<file path="config.mk">
export PLATFORM = sky130hd
export DESIGN_NAME = button_events
export DESIGN_NICKNAME = d
export VERILOG_FILES = /design/src/rtl/button_pkg.sv /design/src/rtl/button_channel.sv /design/src/rtl/button_events.sv
export SDC_FILE = /design/constraint.sdc
export NUM_CORES = 1
export LEC_CHECK = 0
export CAP_MARGIN = 20
export CORE_UTILIZATION = 47
export DETAILED_ROUTE_END_ITERATION = 8
export GPL_ROUTABILITY_DRIVEN = 0
export PLACE_DENSITY_LB_ADDON = 0.3
export SYNTH_ARGS = -nofsm -noshare
export SYNTH_HDL_FRONTEND = slang
export SYNTH_SLANG_ARGS = --single-unit
</file>
<file path="constraint.sdc">
create_clock -name clk_sys -period 7.8 [get_ports clk_sys]
set_clock_uncertainty 0.15 [all_clocks]
set_input_delay 0.78 -clock clk_sys [delete_from_list [all_inputs] [get_ports clk_sys]]
set_output_delay 0.78 -clock clk_sys [all_outputs]
set_load 0.1 [all_outputs]
</file>
<file path="src/rtl/button_pkg.sv">
// button_pkg: shared FSM state, event bundle and counter-width helper for the button front end.
package button_pkg;

    typedef enum logic [1:0] {IDLE, HELD, LONG} state_e;

    typedef struct packed {
        logic press;
        logic rel;
        logic click;
        logic lng;
        logic rpt;
    } ev_t;

    function automatic int cnt_w(input int a, input int b);
        return $clog2((a > b ? a : b) + 1);
    endfunction

endpackage

</file>
<file path="src/rtl/button_channel.sv">
// button_channel: one button bit -- synchroniser, debouncer and press/long/repeat classifier.
module button_channel
    import button_pkg::*;
#(
    parameter int DEBOUNCE_CYC = 1_000_000,
    parameter int LONG_CYC     = 100_000_000,
    parameter int REPEAT_CYC   = 20_000_000,
    parameter int ACTIVE_LOW   = 0
) (
    input  logic clk_sys,
    input  logic rst,
    input  logic btn_in,
    input  logic repeat_en,
    output logic level_o,
    output logic press_o,
    output logic release_o,
    output logic click_o,
    output logic long_o,
    output logic repeat_o
);
    localparam int   DW  = $clog2(DEBOUNCE_CYC + 1);
    localparam int   HW  = cnt_w(LONG_CYC, REPEAT_CYC);
    localparam logic POL = (ACTIVE_LOW != 0);

    logic [1:0]    sync_q;
    logic          sync_n;
    logic          stable_q, stable_d;
    logic [DW-1:0] db_cnt_q, db_cnt_d;
    logic          db_done;
    state_e        state_q, state_d;
    logic [HW-1:0] hold_cnt_q, hold_cnt_d;
    logic          level_q;
    ev_t           ev_q, ev_d;

    assign sync_n  = sync_q[1] ^ POL;
    assign db_done = (db_cnt_q == DW'(DEBOUNCE_CYC - 1));

    always_comb begin
        stable_d = stable_q;
        db_cnt_d = '0;
        if (sync_n != stable_q) begin
            stable_d = db_done ? ~stable_q : stable_q;
            db_cnt_d = db_done ? '0 : db_cnt_q + 1'b1;
        end
    end

    // A release seen on a threshold cycle takes priority over long/repeat.
    always_comb begin
        state_d    = state_q;
        hold_cnt_d = hold_cnt_q;
        ev_d       = '0;
        case (state_q)
            IDLE: begin
                hold_cnt_d = stable_q ? HW'(1) : '0;
                state_d    = stable_q ? HELD : IDLE;
                ev_d.press = stable_q;
            end
            HELD: begin
                if (!stable_q) begin
                    state_d    = IDLE;
                    hold_cnt_d = '0;
                    ev_d.rel   = 1'b1;
                    ev_d.click = 1'b1;
                end else if (hold_cnt_q == HW'(LONG_CYC)) begin
                    state_d    = LONG;
                    hold_cnt_d = HW'(1);
                    ev_d.lng   = 1'b1;
                end else begin
                    hold_cnt_d = hold_cnt_q + 1'b1;
                end
            end
            LONG: begin
                if (!stable_q) begin
                    state_d    = IDLE;
                    hold_cnt_d = '0;
                    ev_d.rel   = 1'b1;
                end else if (hold_cnt_q == HW'(REPEAT_CYC)) begin
                    hold_cnt_d = HW'(1);
                    ev_d.rpt   = repeat_en;
                end else begin
                    hold_cnt_d = hold_cnt_q + 1'b1;
                end
            end
            default: begin
                state_d    = IDLE;
                hold_cnt_d = '0;
            end
        endcase
    end

    always_ff @(posedge clk_sys or posedge rst) begin
        if (rst) begin
            sync_q     <= {2{POL}};
            stable_q   <= 1'b0;
            db_cnt_q   <= '0;
            state_q    <= IDLE;
            hold_cnt_q <= '0;
            level_q    <= 1'b0;
            ev_q       <= '0;
        end else begin
            sync_q     <= {sync_q[0], btn_in};
            stable_q   <= stable_d;
            db_cnt_q   <= db_cnt_d;
            state_q    <= state_d;
            hold_cnt_q <= hold_cnt_d;
            level_q    <= stable_q;
            ev_q       <= ev_d;
        end
    end

    assign level_o   = level_q;
    assign press_o   = ev_q.press;
    assign release_o = ev_q.rel;
    assign click_o   = ev_q.click;
    assign long_o    = ev_q.lng;
    assign repeat_o  = ev_q.rpt;

endmodule

</file>
<file path="src/rtl/button_events.sv">
// button_events: N independent debounced button channels emitting one-cycle event pulses.
module button_events
    import button_pkg::*;
#(
    parameter int N_BTN        = 4,
    parameter int DEBOUNCE_CYC = 1_000_000,
    parameter int LONG_CYC     = 100_000_000,
    parameter int REPEAT_CYC   = 20_000_000,
    parameter int ACTIVE_LOW   = 0
) (
    input  logic             clk_sys,
    input  logic             rst,
    input  logic [N_BTN-1:0] btn_in,
    input  logic [N_BTN-1:0] repeat_en,
    output logic [N_BTN-1:0] level_o,
    output logic [N_BTN-1:0] press_o,
    output logic [N_BTN-1:0] release_o,
    output logic [N_BTN-1:0] click_o,
    output logic [N_BTN-1:0] long_o,
    output logic [N_BTN-1:0] repeat_o
);
    for (genvar i = 0; i < N_BTN; i++) begin : g_ch
        button_channel #(
            .DEBOUNCE_CYC(DEBOUNCE_CYC),
            .LONG_CYC    (LONG_CYC),
            .REPEAT_CYC  (REPEAT_CYC),
            .ACTIVE_LOW  (ACTIVE_LOW)
        ) u_ch (
            .clk_sys  (clk_sys),
            .rst      (rst),
            .btn_in   (btn_in[i]),
            .repeat_en(repeat_en[i]),
            .level_o  (level_o[i]),
            .press_o  (press_o[i]),
            .release_o(release_o[i]),
            .click_o  (click_o[i]),
            .long_o   (long_o[i]),
            .repeat_o (repeat_o[i])
        );
    end

endmodule

</file>
==> Yosys cells after proc, flatten, opt, wreduce, memory -nomap -nowiden <==
Cells that the tools add are included.
{ "word_totals": {"wordCells": 192, "ff_bits": 232, "inputBits": 10, "out_inout_bits": 24} }
{ "classes": {"addsub": 8, "n_reduce_logical": 12, "n_eq_ne": 32, "mux": 92, "bitwise_logic": 4} }
{ "ops": {"columns": ["operator", "count"], "rows": [
  ["2-to-1 mux 27 bit", 16],
  ["one-hot mux 27 bit (3 select lines)", 4],
  ["2-to-1 mux 20 bit", 8],
  ["adder 27 x 1 -> 27 bit, second input constant", 4],
  ["== test 27 x 25 -> 1 bit, second input constant", 4],
  ["== test 27 bit, second input constant", 4],
  ["adder 20 x 1 -> 20 bit, second input constant", 4],
  ["== test 20 bit, second input constant", 4],
  ["2-to-1 mux 2 bit", 20],
  ["2-to-1 mux 1 bit", 36],
  ["one-hot mux 2 bit (3 select lines)", 4],
  ["AND reduction 2 bit", 8],
  ["!= test 3 bit, second input constant", 4],
  ["== test 2 x 1 -> 1 bit, second input constant", 4],
  ["== test 2 bit, second input constant", 4],
  ["logical NOT 2 bit", 4],
  ["!= test 2 bit, second input constant", 4],
  ["one-hot mux 1 bit (2 select lines)", 4],
  ["!= test 1 bit", 4],
  ["inverter 1 bit", 4]
]} }

==> Longest topological paths before layout <==
Gate-level depths: netlist of run 1.
{ "logic_depth": {"depth_word": 4, "ltp_mapped": 8} }

==> By module <==
Synthesis of run 1 repeated with hierarchy kept, for this count alone.
{ "unflattened": {"cells_unflattened": 1161, "hier_area_um2": 11611.1} }
{ "modules_own_cells": {"columns": ["mod", "n_inst", "cells_per_inst", "area_per_inst_um2"], "rows": [
  ["button_channel at g_ch[1].u_ch ...", 2, 281, 2837.7],
  ["button_channel at g_ch[3].u_ch", 1, 309, 3071.7],
  ["button_channel at g_ch[0].u_ch", 1, 290, 2864.0]
]} }

==> Least setup slack after synthesis of run 1 <==
OpenSTA, ideal clock, no wires.
{ "synth_path": {"path_kind": "reg2reg", "start": "register g_ch[2].u_ch.hold_cnt_q[0]", "end": "register g_ch[2].u_ch.hold_cnt_q[10]", "synth_period_minus_slack_ps": 2275, "arrival_ps": 2006, "path_stages_with_launch": 9, "n_path_buf": 1, "path_slack_ps": 5525, "path_cell_list": "dfrtp_1 inv_1 ha_1 or4b_1 nor4_4 a21oi_1 o21ai_2 buf_4 nor2_1"} }
{ "synth_between": {"elab_chain_cells": 4} }
{ "synth_lines": {"columns": ["item", "line_no", "source"], "rows": [
  ["start, declared", "button_channel.sv:31", "logic [HW-1:0] hold_cnt_q, hold_cnt_d;"],
  ["start signal, assigned", "button_channel.sv:105", "hold_cnt_q <= hold_cnt_d;"],
  ["adder 27 x 1 -> 27 bit, or another cell as far along", "button_channel.sv:69, button_channel.sv:81", null],
  ["2-to-1 mux 27 bit, on equally long branches", "button_channel.sv:77, button_channel.sv:64", null],
  ["2-to-1 mux 27 bit, on equally long branches", "button_channel.sv:73, button_channel.sv:59", null],
  ["one-hot mux 27 bit (3 select lines) *", "button_channel.sv:52", "case (state_q)"],
  ["via g_ch[2].u_ch.hold_cnt_d[10]", "button_channel.sv:31", null]
]} }
Mark *: on every way through the listed nets, which the timed path passes. The rest lies on a longest branch.
A chain may end at the register's enable or synchronous reset.

==> Worst setup path after layout of run 1 <==
{ "layout_path": {"start": "register g_ch[1].u_ch.level_q", "end": "output port level_o[1]"} }
{ "layout_rtl": {"columns": ["item", "line_no", "source"], "rows": [
  ["start, declared", "button_channel.sv:32", "logic level_q;"],
  ["start signal, assigned", "button_channel.sv:106", "level_q <= stable_q;"],
  ["end, declared", "button_events.sv:15", "output logic [N_BTN-1:0] level_o,"]
]} }
No word-level cell between the ends.

==> key figures, run 1 <==
Logic synthesis
  – Synth Flop Type: dfrtp_1
  – Syn_nets: 1196
  – Number of synthesized flops with an enable pin: 0
  – Mux contribution to synthesized area: 0.471%
  – Area contributors post-synth: dfrtp_1 (51%), xor2_1 (8.5%), nor2_1 (7.8%)
  – Post-Synth Simple-Gate Area: 25.8%
  – Mean post-synth cell area: 9.87 um^2
  – Synthesis-stage register bit count: 232
  – Adder-cell share of the synthesized area: 3.06%
  – Post-synth top area share: 50.8%
  – Synth area leader: dfrtp_1
  – YS warnings: 0
  – Synthesized area: 0.0114 mm^2
  – Synth Area in Compound Gates: 2.08%
  – Post-Synth XOR/XNOR Area: 13.4%
  – Part of the Yosys area used for sequential elements: 50.8%
  – Synth Instances: 1158
  – Distinct cells, synth: 56
  – Async SR Flop Fraction: 100%
  – Largest family of logic cells by synthesized area: simple AND/OR/NAND/NOR gates

Clock tree
  – Post-CTS setup buffers: 0
  – PostCTS Resize Cnt: 0
  – CTS root buf: clkbuf_16
  – CTS H-tree depth: 1
  – TritonCTS Sinks: 232
  – Clock Pin Slew Worst Setup and Hold Paths: 0.06 ns
  – Worst-Skew Late Latency: 0.52 ns
  – Inserted Clock Buffers: 26
  – Cts hold-fix bufs: 0
  – CTS tree: done
  – Clock Tree Buf Depth: 3

STA
  – Slew Limit Fails: 0
  – Slew HR: 27.8%
  – Setup_tns: 0 ns
  – Finish-stage setup viols: 0
  – Fin crit share: 37.6%
  – F_max: 0.341 GHz
  – Final Hold Fails: 0
  – RSZ-0062 raised after global routing: false
  – Hold slack: 0.196 ns
  – Final min period: 2.93 ns
  – Worst-Margin Slew: 1.07 ns

Cells and area
  – Commonest non-fill, non-tap cell in the layout: nor2_1
  – Reg area: 0.00581 mm^2
  – Footprint of the multi-input gates: 0.00512 mm^2
  – Antenna cells: 0
  – Share of cells above drive strength 1: 5.92%
  – FILL cells: 2111
  – P&R area growth vs syn: 12.4%
  – Commonest cells after routing, fill and taps aside: nor2_1 (237), dfrtp_1 (232), xor2_1 (111)
  – Final instance area: 0.0128 mm^2
  – NumNets Final: 1217

Power and ir drop
  – Pint: 0.00205 W
  – Lkg Pwr: 5.41 nW
  – Sequential group share of total power: 47.5%
  – Logic pwr share: 1.7%
  – Worst VDD drop: 0.177 mV
  – Net Sw Power: 0.000513 W
  – Power share of the clock group: 50.8%
  – P per Cell Area: 200 mW/mm^2
  – Switching share of power: 20.0%

GRT
  – Initial antenna violation count: 0
  – Gr ovfl total: 0
  – First-pass GRT wire length: 35300 um
  – Vias in the first global route: 7468
  – Largest net degree at the start of global routing: 107
  – Tot GR Track Use: 17.1%

Placed design
  – Placed inst area: 0.0119 mm^2
  – HPWL after detailed placement: 13500 um
  – I/O Buffers: 33

Routing
  – Antenna-violating nets left: 0
  – DRC Markers: 0
  – Routed WL: 20400 um
  – Vias: 7883
  – Wire per inst: 13.5 um
  – DRT iter0 DRCs: 424
  – Pre-antenna DRT Iters: 4
  – Via density: 5.19

Worst setup path
  – Critical path type: flip-flop to output pin
  – R2R Setup Slk: 5.10 ns
  – Crit path launch type: flip-flop
  – CP max stage cell: clkdlybuf4s50_1
  – CP peak stage delay: 1.14 ns
  – CP top delay family: buffers and inverters
  – CP Max Fanout: 1
  – Worst EP arrival: 2.00 ns
  – Worst Path Required: 6.87 ns
  – CP cell instances: clkdlybuf4s50_1
  – CP Buf/Inv Count: 1
  – Worst Setup End Kind: output pin

Die
  – Num rows: 56
  – Placeable Area: 0.0237 mm^2
  – Die width: 158 um
  – Die height: 158 um
  – Full die area: 0.0250 mm^2
  – I/O Pins: 34
  – Initial cell density of the core: 48.3%

Hold path
  – HP Class: flip-flop to flip-flop

Job
  – Max capacitance violation total: 0

Status
  – Status: complete, no violations
## worst register-to-register path: stages, from the launching register on
cell and delay (ns):
dfrtp_1 0.40, or4b_2 0.68, nor3_2 0.32, a31oi_1 0.23, o21ai_4 0.63, nor2_1 0.14
## cell type report
| cell class | instances | area share [%] |
|---|---|---|
| multi-input combinational | 828 | 39.9 |
| clock inverter | 9 | 1.18 |
| sequential | 232 | 45.2 |
| timing repair buffer | 40 | 2.96 |
| inverter | 51 | 1.55 |
| tap | 319 | 3.11 |
| clock buffer | 39 | 6.16 |
## path summary, 6_finish.rpt
path,end,from,cells past startpoint
min in group asynchronous,g_ch[0].u_ch.db_cnt_q[15],rst,2
max in group asynchronous,g_ch[2].u_ch.db_cnt_q[9],rst,3
setup reg to reg,g_ch[1].u_ch.hold_cnt_q[9],g_ch[1].u_ch.hold_cnt_q[19],5
hold reg to reg,g_ch[3].u_ch.sync_q[1],g_ch[3].u_ch.sync_q[0],0
setup / recovery,level_o[1],g_ch[1].u_ch.level_o,1
hold / removal,g_ch[3].u_ch.sync_q[1],g_ch[3].u_ch.sync_q[0],0
## metal layers
metal	global-route usage, %	wire length (um)	vias to the layer above
li1	-	-	3923
met1	24.3	10100	3831
met2	27.6	9270	103
met3	2.33	605	26
met4	4.58	449	0
met5	0	0	-
## cells by family after synthesis
family          count (synthesis)
xor+xnor                      175
flops                         232
simple gates                  591
fa+ha+maj                      28
compound gates                 29
mux                             5
buf+inv                        98
## cell usage after synthesis, drive strengths merged (2+ instances only)
| library cell | count |
|---|---|
| nor4bb | 2 |
| nor2b | 12 |
| nand2b | 5 |
| buf | 34 |
| o21ai | 8 |
| or3 | 4 |
| nand3 | 78 |
| nand4b | 3 |
| xor2 | 111 |
| dfrtp | 232 |
| nor2 | 237 |
| or4b | 4 |
| xnor2 | 64 |
| a31oi | 8 |
| clkbuf | 13 |
| mux2 | 3 |
| inv | 51 |
| and4b | 2 |
| nor4 | 24 |
| or4 | 7 |
| or2 | 6 |
| o221a | 2 |
| nor4b | 11 |
| or4bb | 3 |
| and4 | 10 |
| nor3 | 22 |
| and2 | 5 |
| mux2i | 2 |
| nand4 | 51 |
| a21oi | 4 |
| and3 | 30 |
| nand2 | 71 |
| ha | 28 |
## state kept, by name, indices dropped and copies added, names as in the netlist
name and flops:
g_ch.u_ch.hold_cnt_q 108, g_ch.u_ch.db_cnt_q 80, g_ch.u_ch.state_q 8, g_ch.u_ch.sync_q 8, g_ch.u_ch.click_o 4, g_ch.u_ch.level_o 4
g_ch.u_ch.long_o 4, g_ch.u_ch.press_o 4, g_ch.u_ch.release_o 4, g_ch.u_ch.repeat_o 4, g_ch.u_ch.stable_q 4
## stage by stage
| stage | total power, W | cells | setup slack [ns] | util [%] |
|---|---|---|---|---|
| detailed placement | 0.00129 | 1466 | 4.87 | 50.1 |
| finish | 0.00256 | 1518 | 4.87 | 54.2 |
| global placement | 0.00129 | 1465 | 4.89 | 50.1 |
| global route | 0.00266 | 1518 | 4.82 | 54.2 |
| CTS | 0.00260 | 1514 | 4.85 | 54.1 |
| floorplan | 0.00127 | 1158 | 0.509 | - |
## power by group through the flow
stage,Sequential (W),Combinational (W),Clock [W]
after floorplan,0.00124,0.0000319,0
after global placement,0.00124,0.0000464,0
after detailed placement,0.00124,0.0000466,0
after CTS,0.00122,0.0000468,0.00134
after global routing,0.00122,0.0000526,0.00139
final,0.00122,0.0000441,0.00130
Note: power is estimated with default switching activity, not from simulation.
==> run 2, diff against run 1 <==
==> constraint.sdc (replaced) <==
create_clock -name clk_sys -period 2.7 [get_ports clk_sys]
set_clock_uncertainty 0.15 [all_clocks]
set_input_delay 0.27 -clock clk_sys [delete_from_list [all_inputs] [get_ports clk_sys]]
set_output_delay 0.27 -clock clk_sys [all_outputs]
set_load 0.1 [all_outputs]
==> key figures, run 2 (synthesized netlist as in run 1, its figures left out) <==
Status
  – Status: complete, but fails checks (was complete, no violations)
  – Violated checks: hold timing

Die
  – Die width: 158 um (unchanged)
  – Num rows: 56 (unchanged)
  – Die height: 158 um (unchanged)
  – Initial cell density of the core: 48.3% (unchanged)
  – Full die area: 0.0250 mm^2 (unchanged)
  – Placeable Area: 0.0237 mm^2 (unchanged)
  – I/O Pins: 34 (unchanged)

Power and ir drop
  – Switching share of power: 21.3% (was 20.0%)
  – Logic pwr share: 2.2% (was 1.7%)
  – Worst VDD drop: 0.427 mV (was 0.177 mV)
  – Sequential group share of total power: 48.4% (was 47.5%)
  – Pint: 0.00572 W (was 0.00205 W)
  – Power share of the clock group: 49.5% (was 50.8%)
  – Lkg Pwr: 5.57 nW (was 5.41 nW)
  – P per Cell Area: 559 mW/mm^2 (was 200 mW/mm^2)
  – Net Sw Power: 0.00155 W (was 0.000513 W)

Job
  – Max capacitance violation total: 0 (unchanged)

Worst setup path
  – Critical path type: flip-flop to flip-flop (was flip-flop to output pin)
  – FF-to-FF Start: g_ch[3].u_ch.hold_cnt_q[0] (was g_ch[1].u_ch.hold_cnt_q[19])
  – Setup crit start: g_ch[3].u_ch.hold_cnt_q[0] (was g_ch[1].u_ch.level_o)
  – CP Max Fanout: 5 (was 1)
  – Worst Setup End Kind: flip-flop (was output pin)
  – CP max stage cell: or3_1 (was clkdlybuf4s50_1)
  – Worst Path Required: 2.96 ns (was 6.87 ns)
  – CP cell instances: inv_1 -> ha_1 -> nor4b_1 -> nand4_1 -> or3_1 -> and4_1 -> or3_1 (was clkdlybuf4s50_1)
  – CP peak stage delay: 0.45 ns (was 1.14 ns)
  – Crit path launch type: flip-flop (unchanged)
  – Crit-path most repeated cell: or3_1
  – Worst EP arrival: 2.71 ns (was 2.00 ns)

Clock tree
  – PostCTS Resize Cnt: 0 (unchanged)
  – Clock Tree Buf Depth: 3 (unchanged)
  – Cts hold-fix bufs: 2 (was 0)
  – TritonCTS Sinks: 232 (unchanged)
  – Worst-Skew Late Latency: 0.54 ns (was 0.52 ns)
  – Clock Pin Slew Worst Setup and Hold Paths: 0.06 ns (about the same)
  – CTS tree: done (unchanged)
  – CTS H-tree depth: 1 (unchanged)
  – Post-CTS setup buffers: 0 (unchanged)
  – CTS root buf: clkbuf_16 (unchanged)
  – Inserted Clock Buffers: 26 (unchanged)

Routing
  – Routed WL: 21000 um (was 20400 um)
  – DRT iter0 DRCs: 328 (was 424)
  – DRC Markers: 0 (unchanged)
  – Pre-antenna DRT Iters: 4 (unchanged)
  – Antenna-violating nets left: 0 (unchanged)
  – Vias: 7926 (was 7883)
  – Wire per inst: 13.7 um (was 13.5 um)
  – Via density: 5.15 (was 5.19)

GRT
  – Largest net degree at the start of global routing: 42 (was 107)
  – Vias in the first global route: 7890 (was 7468)
  – Gr ovfl total: 0 (unchanged)
  – First-pass GRT wire length: 36900 um (was 35300 um)
  – Tot GR Track Use: 17.8% (was 17.1%)
  – Initial antenna violation count: 0 (unchanged)

Cells and area
  – Antenna cells: 0 (unchanged)
  – Final instance area: 0.0130 mm^2 (was 0.0128 mm^2)
  – Share of cells above drive strength 1: 9.59% (was 5.92%)
  – Top Registers: g_ch.u_ch.hold_cnt_q: 108 flops, g_ch.u_ch.db_cnt_q: 80 flops (unchanged)
  – Commonest non-fill, non-tap cell in the layout: nor2_1 (unchanged)
  – P&R area growth vs syn: 13.7% (was 12.4%)
  – Biggest register: g_ch.u_ch.hold_cnt_q (unchanged)
  – NumNets Final: 1239 (was 1217)
  – Max FFs per register: 108 (unchanged)
  – Commonest cells after routing, fill and taps aside: nor2_1 (237), dfrtp_1 (232), xor2_1 (111) (unchanged)

STA
  – Final Hold Fails: 1 (was 0)
  – RSZ-0062 raised after global routing: false (unchanged)
  – Worst-Margin Slew: 0.731 ns (was 1.07 ns)
  – Slew HR: 50.8% (was 27.8%)
  – Finish-stage setup viols: 0 (unchanged)
  – Final min period: 2.45 ns
  – Hold slack: -0.00127 ns (was 0.196 ns)
  – F_max: 0.408 GHz
  – Setup_tns: 0 ns (unchanged)
  – Slew Limit Fails: 0 (unchanged)
  – Fin crit share: 90.7%

Placed design
  – HPWL after detailed placement: 14400 um (was 13500 um)
  – I/O Buffers: 33 (unchanged)
  – Placed inst area: 0.0121 mm^2 (was 0.0119 mm^2)

Hold path
  – HP Class: primary input to async pin (was flip-flop to flip-flop)
[run 2: worst max-delay path: cells and delay by family, from the launching register on]
kind / cells / cell delay, ns
buffers and inverters: 1 / 0.08
DFF: 1 / 0.43
adders and majority gates: 1 / 0.13
and+or+nand+nor: 5 / 1.54
[run 2: power by group through the flow]
stage                     Combinational, W  Clock [W]  Sequential, W
after floorplan                  0.0000927          0        0.00358
after global placement            0.000159          0        0.00358
after detailed placement          0.000161          0        0.00358
after CTS                         0.000165    0.00371        0.00351
after global routing              0.000182    0.00384        0.00352
final                             0.000156    0.00359        0.00352
[run 2: layout make-up]
class	instances	area [um^2]
Fill cell	2103	10700
Sequential cell	232	5810
Multi-Input combinational cell	828	5120
Clock buffer	32	713
Timing Repair Buffer	62	593
Tap cell	319	399
Inverter	51	195
Clock inverter	15	178
[run 2: per-layer routing]
metal	track usage [%]	wire [um]	vias to the layer above
li1	-	-	3968
met1	24.8	10400	3831
met2	29.1	9580	93
met3	2.68	706	34
met4	4.72	374	0
met5	0	0	-
[run 2: final timing paths]
kind / end / slack, ns / depth (start not counted)
min reg2reg: g_ch[0].u_ch.sync_q[1] / 0.20 / 0
min: g_ch[0].u_ch.hold_cnt_q[0] / -0.001 / 2
max in group asynchronous: g_ch[0].u_ch.db_cnt_q[14] / 1.78 / 3
min in group clk_sys: g_ch[0].u_ch.sync_q[0] / 0.03 / 1
max: g_ch[3].u_ch.state_q[0] / 0.25 / 7
max reg2reg: g_ch[3].u_ch.state_q[0] / 0.25 / 7
[run 2: metrics by stage]
stage                     instances  util, %  worst slack [ns]  power (W)
after floorplan                1158        -            -0.756    0.00367
after global placement         1490     51.1             0.271    0.00374
after detailed placement       1490     51.1             0.252    0.00374
after CTS                      1539     54.9             0.210    0.00739
after global routing           1539     54.9            0.0683    0.00754
final                          1539     54.9             0.251    0.00727
==> run 3, diff against run 2 <==
--- a/config.mk
+++ b/config.mk
@@ -7,6 +7,7 @@
 export LEC_CHECK = 0
 export CAP_MARGIN = 20
 export CORE_UTILIZATION = 47
+export CTS_CLUSTER_DIAMETER = 120
 export DETAILED_ROUTE_END_ITERATION = 8
 export GPL_ROUTABILITY_DRIVEN = 0
 export PLACE_DENSITY_LB_ADDON = 0.3
==> results of run 3 <==
The final DEF is identical to that of run 2; final timing and power are the same.
